[src/rtl/debounce_chave_if.sv]
// debounce_chave_if: switch-side bundle of the debouncer.
// Macro DEBOUNCE_GLITCH_EN (in the design) enables the bounce counter.
interface debounce_chave_if #(
    parameter int GLITCH_W = 8
);
    logic                chave;
    logic                chave_limpa;
    logic                ocupado;
    logic [GLITCH_W-1:0] glitch_cnt;

    modport master (
        output chave,
        input  chave_limpa,
        input  ocupado,
        input  glitch_cnt
    );

    modport slave (
        input  chave,
        output chave_limpa,
        output ocupado,
        output glitch_cnt
    );
endinterface

[src/rtl/debounce_chave.sv]
// debounce_chave: two-flop synchronizer plus 4-state qualify FSM.
// Define DEBOUNCE_GLITCH_EN to build the saturating bounce counter.
module debounce_chave #(
    parameter int ESTAVEL  = 16,
    parameter int GLITCH_W = 8
) (
    input logic             clk,
    input logic             rst,
    debounce_chave_if.slave bus
);
    localparam int CW = $clog2(ESTAVEL);
    localparam logic [CW-1:0] ULTIMO = CW'(ESTAVEL - 1);

    typedef enum logic [1:0] {
        BAIXO    = 2'd0,
        SUBINDO  = 2'd1,
        ALTO     = 2'd2,
        DESCENDO = 2'd3
    } estado_t;

    estado_t       state_q;
    estado_t       state_d;
    logic [CW-1:0] cnt_q;
    logic [CW-1:0] cnt_d;
    logic          sync1;
    logic          sync2;
    logic          limpa_q;
    logic          limpa_d;
    logic          ocupado_q;
    logic          ocupado_d;

    // Bring the asynchronous pin into the clock domain.
    always_ff @(posedge clk) begin
        if (rst) begin
            sync1 <= 1'b0;
            sync2 <= 1'b0;
        end else begin
            sync1 <= bus.chave;
            sync2 <= sync1;
        end
    end

    // Next state, qualify counter and registered-output precompute.
    always_comb begin
        state_d = state_q;
        cnt_d   = cnt_q;
        unique case (state_q)
            BAIXO: begin
                if (sync2) begin
                    state_d = SUBINDO;
                    cnt_d   = CW'(1);
                end
            end
            SUBINDO: begin
                if (!sync2) begin
                    state_d = BAIXO;
                end else if (cnt_q == ULTIMO) begin
                    state_d = ALTO;
                end else begin
                    cnt_d = cnt_q + CW'(1);
                end
            end
            ALTO: begin
                if (!sync2) begin
                    state_d = DESCENDO;
                    cnt_d   = CW'(1);
                end
            end
            DESCENDO: begin
                if (sync2) begin
                    state_d = ALTO;
                end else if (cnt_q == ULTIMO) begin
                    state_d = BAIXO;
                end else begin
                    cnt_d = cnt_q + CW'(1);
                end
            end
            default: state_d = BAIXO;
        endcase
        limpa_d   = (state_d == ALTO) || (state_d == DESCENDO);
        ocupado_d = (state_d == SUBINDO) || (state_d == DESCENDO);
    end

    // State register; outputs are registered alongside the state.
    always_ff @(posedge clk) begin
        if (rst) begin
            state_q   <= BAIXO;
            cnt_q     <= '0;
            limpa_q   <= 1'b0;
            ocupado_q <= 1'b0;
        end else begin
            state_q   <= state_d;
            cnt_q     <= cnt_d;
            limpa_q   <= limpa_d;
            ocupado_q <= ocupado_d;
        end
    end

    assign bus.chave_limpa = limpa_q;
    assign bus.ocupado     = ocupado_q;

`ifdef DEBOUNCE_GLITCH_EN
    logic                abort;
    logic [GLITCH_W-1:0] glitch_q;

    // An abort is a qualifying state seeing the old level again.
    assign abort = ((state_q == SUBINDO) && !sync2) ||
                   ((state_q == DESCENDO) && sync2);

    // Saturating bounce counter; reset aborts are never counted.
    always_ff @(posedge clk) begin
        if (rst) begin
            glitch_q <= '0;
        end else if (abort && (glitch_q != {GLITCH_W{1'b1}})) begin
            glitch_q <= glitch_q + GLITCH_W'(1);
        end
    end

    assign bus.glitch_cnt = glitch_q;
`else
    assign bus.glitch_cnt = {GLITCH_W{1'b0}};
`endif
endmodule

[src/flat_wrapper.sv]
// flat-port wrapper written by rule: the top's interface ports become plain ports
module debounce_chave_flat 
#(
    parameter int ESTAVEL  = 16,
    parameter int GLITCH_W = 8
)
  (clk, rst, bus_chave, bus_chave_limpa, bus_ocupado, bus_glitch_cnt);
  debounce_chave_if #(.GLITCH_W(GLITCH_W)) bus_i ();
  input logic clk;
  input logic rst;
  input wire logic [$bits(bus_i.chave)-1:0] bus_chave;
  output wire logic [$bits(bus_i.chave_limpa)-1:0] bus_chave_limpa;
  output wire logic [$bits(bus_i.ocupado)-1:0] bus_ocupado;
  output wire logic [$bits(bus_i.glitch_cnt)-1:0] bus_glitch_cnt;
  assign bus_i.chave = bus_chave;
  assign bus_chave_limpa = bus_i.chave_limpa;
  assign bus_ocupado = bus_i.ocupado;
  assign bus_glitch_cnt = bus_i.glitch_cnt;
  debounce_chave #(.ESTAVEL(ESTAVEL), .GLITCH_W(GLITCH_W)) u_core (.clk(clk), .rst(rst), .bus(bus_i));
endmodule
[config.mk]
export PLATFORM = sky130hd
export DESIGN_NAME = debounce_chave_flat
export DESIGN_NICKNAME = d
export VERILOG_FILES = /design/src/rtl/debounce_chave_if.sv /design/src/rtl/debounce_chave.sv /design/src/flat_wrapper.sv
export SDC_FILE = /design/constraint.sdc
export NUM_CORES = 1
export LEC_CHECK = 0
export CORE_AREA = 8 8 45 47
export CTS_CLUSTER_DIAMETER = 60
export DETAILED_ROUTE_END_ITERATION = 16
export DIE_AREA = 0 0 53 55
export PLACE_DENSITY = 0.59
export SLEW_MARGIN = 40
export SYNTH_ARGS = -nofsm -noshare
export SYNTH_HDL_FRONTEND = slang
export SYNTH_SLANG_ARGS = --single-unit
export TNS_END_PERCENT = 1
[constraint.sdc]
create_clock -name clk -period 3.85 [get_ports clk]
set_input_delay 0.77 -clock clk [delete_from_list [all_inputs] [get_ports clk]]
set_output_delay 0.77 -clock clk [all_outputs]
set_load 0.01 [all_outputs]
* Yosys cells after proc, flatten, opt, wreduce, memory -nomap -nowiden
Index checks and enable logic that the tools add are counted.
** Cells by class
- $add $sub $neg :: 1
- Equality and inequality tests :: 11
- Mux-type cells :: 13
- Reduce and logical (&&, ||, !) cells :: 4
** Operators by type and width (number)
- 4-bit two-way mux :: 5
- 4-bit one-hot mux with 4 select lines :: 1
- 2-bit two-way mux :: 6
- 2-bit == test, second input constant :: 4
- 2-bit one-hot mux with 4 select lines :: 1
- 4-bit by 1-bit adder with 4-bit output, second input constant :: 1
- 2-bit by 1-bit == test with 1-bit output, second input constant :: 2
- 4-bit == test, second input constant :: 1
- 2-bit by 1-bit != test with 1-bit output, second input constant :: 2
- 2-bit != test, second input constant :: 2
- 4-bit AND reduction :: 1
- 2-bit logical NOT :: 1
- 1-bit logical OR :: 2
** Word-level totals
- Register bits :: 10
- Input port bits :: 3
- Output and inout port bits :: 10
- Logic and storage cells :: 35

* Logic depth before layout (Yosys ltp)
- Depth in word-level cells :: 6
- Mapped depth :: 5
- Depth with buffers taken out :: 4

* Worst setup path after synthesis
OpenSTA, ideal clock, no wires.
- Path kind :: reg2reg
- Start point :: register u_core.cnt_q[0]
- End point :: register u_core.cnt_q[3]
- Setup time :: 0.123 ns
- Data arrival time :: 1.137 ns
- Data required time :: 3.727 ns
- Slack :: 2.589 ns
- Stages on the path, launching flop included :: 6
- Buffers on the path :: 1
- Period minus slack after synthesis :: 1.261 ns
- Cells stage by stage :: dfxtp_1 -> ha_1 -> and4_1 -> buf_2 -> nor3_1 -> nor4_2
** On the way
- Longest elaborated chain between the ends :: 4
- Elaborated cells on any way between the ends :: 6
- Those cells by class :: 1 x add/sub; 1 x eq/ne; 4 x mux
** RTL lines
- start: declaration :: line debounce_chave.sv:23 : logic [CW-1:0] cnt_q;
- start signal: assignment :: line debounce_chave.sv:93 : cnt_q <= cnt_d;
- 4-bit by 1-bit adder with 4-bit output or 4-bit == test (tied branches)
- 4-bit two-way mux (*) :: line debounce_chave.sv:57, debounce_chave.sv:72
- 4-bit two-way mux, on equally long branches :: line debounce_chave.sv:70, debounce_chave.sv:55
- 4-bit one-hot mux with 4 select lines (*) :: line debounce_chave.sv:47 : unique case (state_q)
Every way passes the cells marked *; elsewhere a longest branch is shown, timed or not. The select of a mux whose other input is x is not followed.
A chain may end at the register's enable or synchronous reset.

==> tab_implementation.tex <==
\begin{tabular}{lr}
\hline
Metric & Value \\
\hline
\multicolumn{2}{l}{\textbf{Outcome}} \\
Result of the run & completed \\
\multicolumn{2}{l}{\textbf{Pwr}} \\
Combinational cell fraction of total power & 6.5\% \\
Net switching power figure & 0.0000419 W \\
Clock power share & 39.8\% \\
Cell leakage power & 0.174 nW \\
Worst-case vdd ir drop & roughly 0.15 mV \\
Sequential Power Share & between 50\% and 60\% \\
Total Power & 0.000181 W \\
Power density over cell area & approximately 380 nW/µm² \\
Net switching fraction of the power & 23.1\% \\
Internal portion of total power & 0.000139 W \\
\multicolumn{2}{l}{\textbf{Synth}} \\
Ys Warns & 0 \\
Cell taking the most area after synthesis & dfxtp\_1 \\
Share of the synthesized area in the top cell type & 41.3\% \\
Main combinational cell family by area after synthesis & simple AND/OR/NAND/NOR gates \\
Cell area after synthesis & 437 µm² \\
XOR/XNOR share of the synthesized area & around 5.7\% \\
Adder-Cell Fraction of Synth Area & 2.87\% \\
Register bit total from synthesis & 9 \\
Synth Area in Simple Gates & roughly 22\% \\
Seq/Total Area, Yosys & 41.3\% \\
Biggest area contributors in the synthesized netlist & dfxtp\_1 41\%, buf\_4 15\%, nor3\_1 5.7\%, a21oi\_1 4.6\%, nand4\_1 4.3\% \\
Syn Area/Cell & a little over 9 µm² \\
Share of synthesized area spent on multiplexers & 0\% \\
Number of distinct library cells after synthesis & 18 \\
Gate count after technology mapping & 48 \\
Post-synthesis compound-gate area fraction & around a tenth \\
\multicolumn{2}{l}{\textbf{Worst setup path}} \\
Cell at the slowest stage of the critical path & clkdlybuf4s50\_1 \\
Worst setup EP type & output port \\
Data required time of the worst path & 3.08 ns \\
Data arrival time at the worst-slack endpoint & 1.27 ns \\
Startpoint types & flop \\
Worst path bufs/invs & 1 \\
Cells traversed along the worst timing path & clkdlybuf4s50\_1 \\
Delay-heaviest family, CP & buffers and inverters \\
Delay of the slowest cell on the worst path & $\sim$0.59 ns \\
Max FO, Critical Path & 4 \\
Kind of critical path & reg -> out \\
\multicolumn{2}{l}{\textbf{Layout}} \\
Most frequent standard cell in the layout excluding fill and tap cells & dfxtp\_1 \\
Fill count & $\sim$150 \\
Synth-to-layout area growth & 9.17\% \\
Layout Nets & 58 \\
Fraction of final layout cells with drive strength greater than 1 & 9.43\% \\
Number of diodes & 0 \\
Most frequent cells in the layout & 9 x dfxtp\_1, 8 x conb\_1, 5 x nor3\_1 \\
\multicolumn{2}{l}{\textbf{Placement}} \\
Placer congestion estimate & between 0.7 and 0.8 \\
Buffers added on ports & 4 \\
Sum of net half-perimeters after detailed placement & between 500 and 600 µm \\
\multicolumn{2}{l}{\textbf{Global routing}} \\
Number of antenna violations at the first check in global routing & 0 \\
Overall fraction of global-route tracks in use & 6.13\% \\
Global-route wire length before repair & around 1300 µm \\
Leftover overflow at the end of global routing & 0 \\
Pin count of the biggest net entering global routing & 10 \\
Vias in the first global route & 316 \\
\multicolumn{2}{l}{\textbf{CTS}} \\
Cell chosen for the clock root & clkbuf\_4 \\
Cts-stage hold buffer count & 0 \\
Post-CTS setup-driven buffer insertion count & 0 \\
Sinks on Clock Net & 9 \\
H-tree levels & 1 \\
Number of resized instances in the post-cts repair step & 0 \\
Clock tree from TritonCTS & yes \\
Clock slew at reported path FFs & 0.06 ns \\
Deepest clock path buffer count & 2 \\
Skew-Pair Late Insertion Delay & around 0.26 ns \\
Number of buffers inserted during clock tree synthesis & 3 \\
\multicolumn{2}{l}{\textbf{Floorplanning}} \\
Starting Density & 31.6\% \\
Height of the chip & between 50 and 60 µm \\
Site row count & 14 \\
Area of the core & 1380 µm² \\
Die width & 53 µm \\
Area of the die & 2920 µm² \\
Boundary pin count & 13 \\
\multicolumn{2}{l}{\textbf{Timing}} \\
Setup violations, final & 0 \\
Max transition margin & approximately two thirds \\
Final clock period utilization by the worst path & 53.1\% \\
Final Max Slew Viols & 0 \\
Fin crit period & just over 2 ns \\
Worst slack on hold paths & approximately 0.45 ns \\
Post-Route Skew & 0.00803 ns \\
RSZ-0062 raised after global routing & false \\
Summed negative setup slack over all endpoints & 0 ns \\
Transition time of the tightest slew-check pin & 0.490 ns \\
Final Hold Vio Count & 0 \\
Fmax & between 400 and 500 MHz \\
\multicolumn{2}{l}{\textbf{Route}} \\
Number of detailed-route iterations in the first pass & 4 \\
Remaining antenna violation count after routing & 0 \\
Initial drt markers & 3 \\
Post-detailed-route DRC marker count & 0 \\
Routed length per placed instance & 11.5 µm \\
Post-DR vias/cell & approximately 4.8 \\
Final Routed Wirelength & 792 µm \\
Total via count in the routed design & approximately 330 \\
\multicolumn{2}{l}{\textbf{Worst hold path}} \\
Hold Crit Class & reg -> reg \\
\multicolumn{2}{l}{\textbf{Job}} \\
Max-cap violation count & 0 \\
\hline
\end{tabular}
==> synth_stat cells, drive strengths merged <==
library cell,number
dfxtp,9
nor4,1
xor2,1
nor2,1
conb,1
ha,1
a41oi,1
o21ai,2
nor2b,2
nand2,4
nor3,5
a211oi,1
and4,1
buf,10
a21oi,4
nand4,3
xnor2,1
==> per-layer routing <==
metal | global-route usage, % | vias up | wire, µm
li1 | - | 161 | -
met1 | 6.12 | 152 | 326
met2 | 9.38 | 14 | 344
met3 | 2.41 | 2 | 110
met4 | 6.47 | 0 | 10
met5 | 0 | - | 0
==> flip-flops by register name (all words and copies together) (netlist names) <==
| signal | cells |
|---|---|
| u_core.cnt_q | 4 |
| u_core.sync2 | 1 |
| u_core.bus.ocupado | 1 |
| u_core.sync1 | 1 |
| u_core.state_q | 2 |
==> cell type report <==
| cell class | count | area, µm² | area share [%] |
|---|---|---|---|
| Clock buffer | 4 | 26.3 | 5.51 |
| Multi-Input combinational cell | 36 | 210 | 44.1 |
| Sequential cell | 9 | 180 | 37.8 |
| Tap cell | 16 | 20.0 | 4.20 |
| Timing Repair Buffer | 4 | 40.0 | 8.40 |
==> path summary, 6_finish.rpt <==
| kind | from | endpoint | slack (ns) | cells after the start |
|---|---|---|---|---|
| setup / recovery | u_core.state_q[1]$_SDFF_PP0_ | bus_chave_limpa | 1.81 | 1 |
| hold / removal | u_core.sync1$_SDFF_PP0_ | u_core.sync2$_SDFF_PP0_ | 0.45 | 1 |
| setup reg to reg | u_core.cnt_q[0]$_SDFFE_PP0P_ | u_core.cnt_q[3]$_SDFFE_PP0P_ | 2.48 | 4 |
| hold reg to reg | u_core.sync1$_SDFF_PP0_ | u_core.sync2$_SDFF_PP0_ | 0.45 | 1 |
==> cells by family after synthesis <==
family                     after synthesis
DFF                                      9
buffers and inverters                   10
xor gates and xnor gates                 2
and+or+nand+nor                         17
adders and majority gates                1
AOI/OAI and AO/OA                        8
other                                    1
==> power by group through the flow <==
stage	clock network [W]	registers [W]	logic [W]
finish	0.0000722	0.0000971	0.0000118
global route	0.0000769	0.0000974	0.0000133
CTS	0.0000751	0.0000970	0.0000116
detailed placement	0	0.0000992	0.0000115
global placement	0	0.0000992	0.0000115
floorplan	0	0.0000989	0.0000146
==> metrics by stage <==
stage | utilization (%) | std cells | setup WS [ns] | cell area, µm²
after floorplan | - | 55 | 2.59 | 463
after global placement | 32.5 | 65 | 2.10 | 450
after CTS | 34.4 | 69 | 1.80 | 477
final | 34.4 | 69 | 1.81 | 477
after global routing | 34.4 | 69 | 1.77 | 477
after detailed placement | 32.5 | 65 | 2.09 | 450
(Power assumes the default switching activity.)
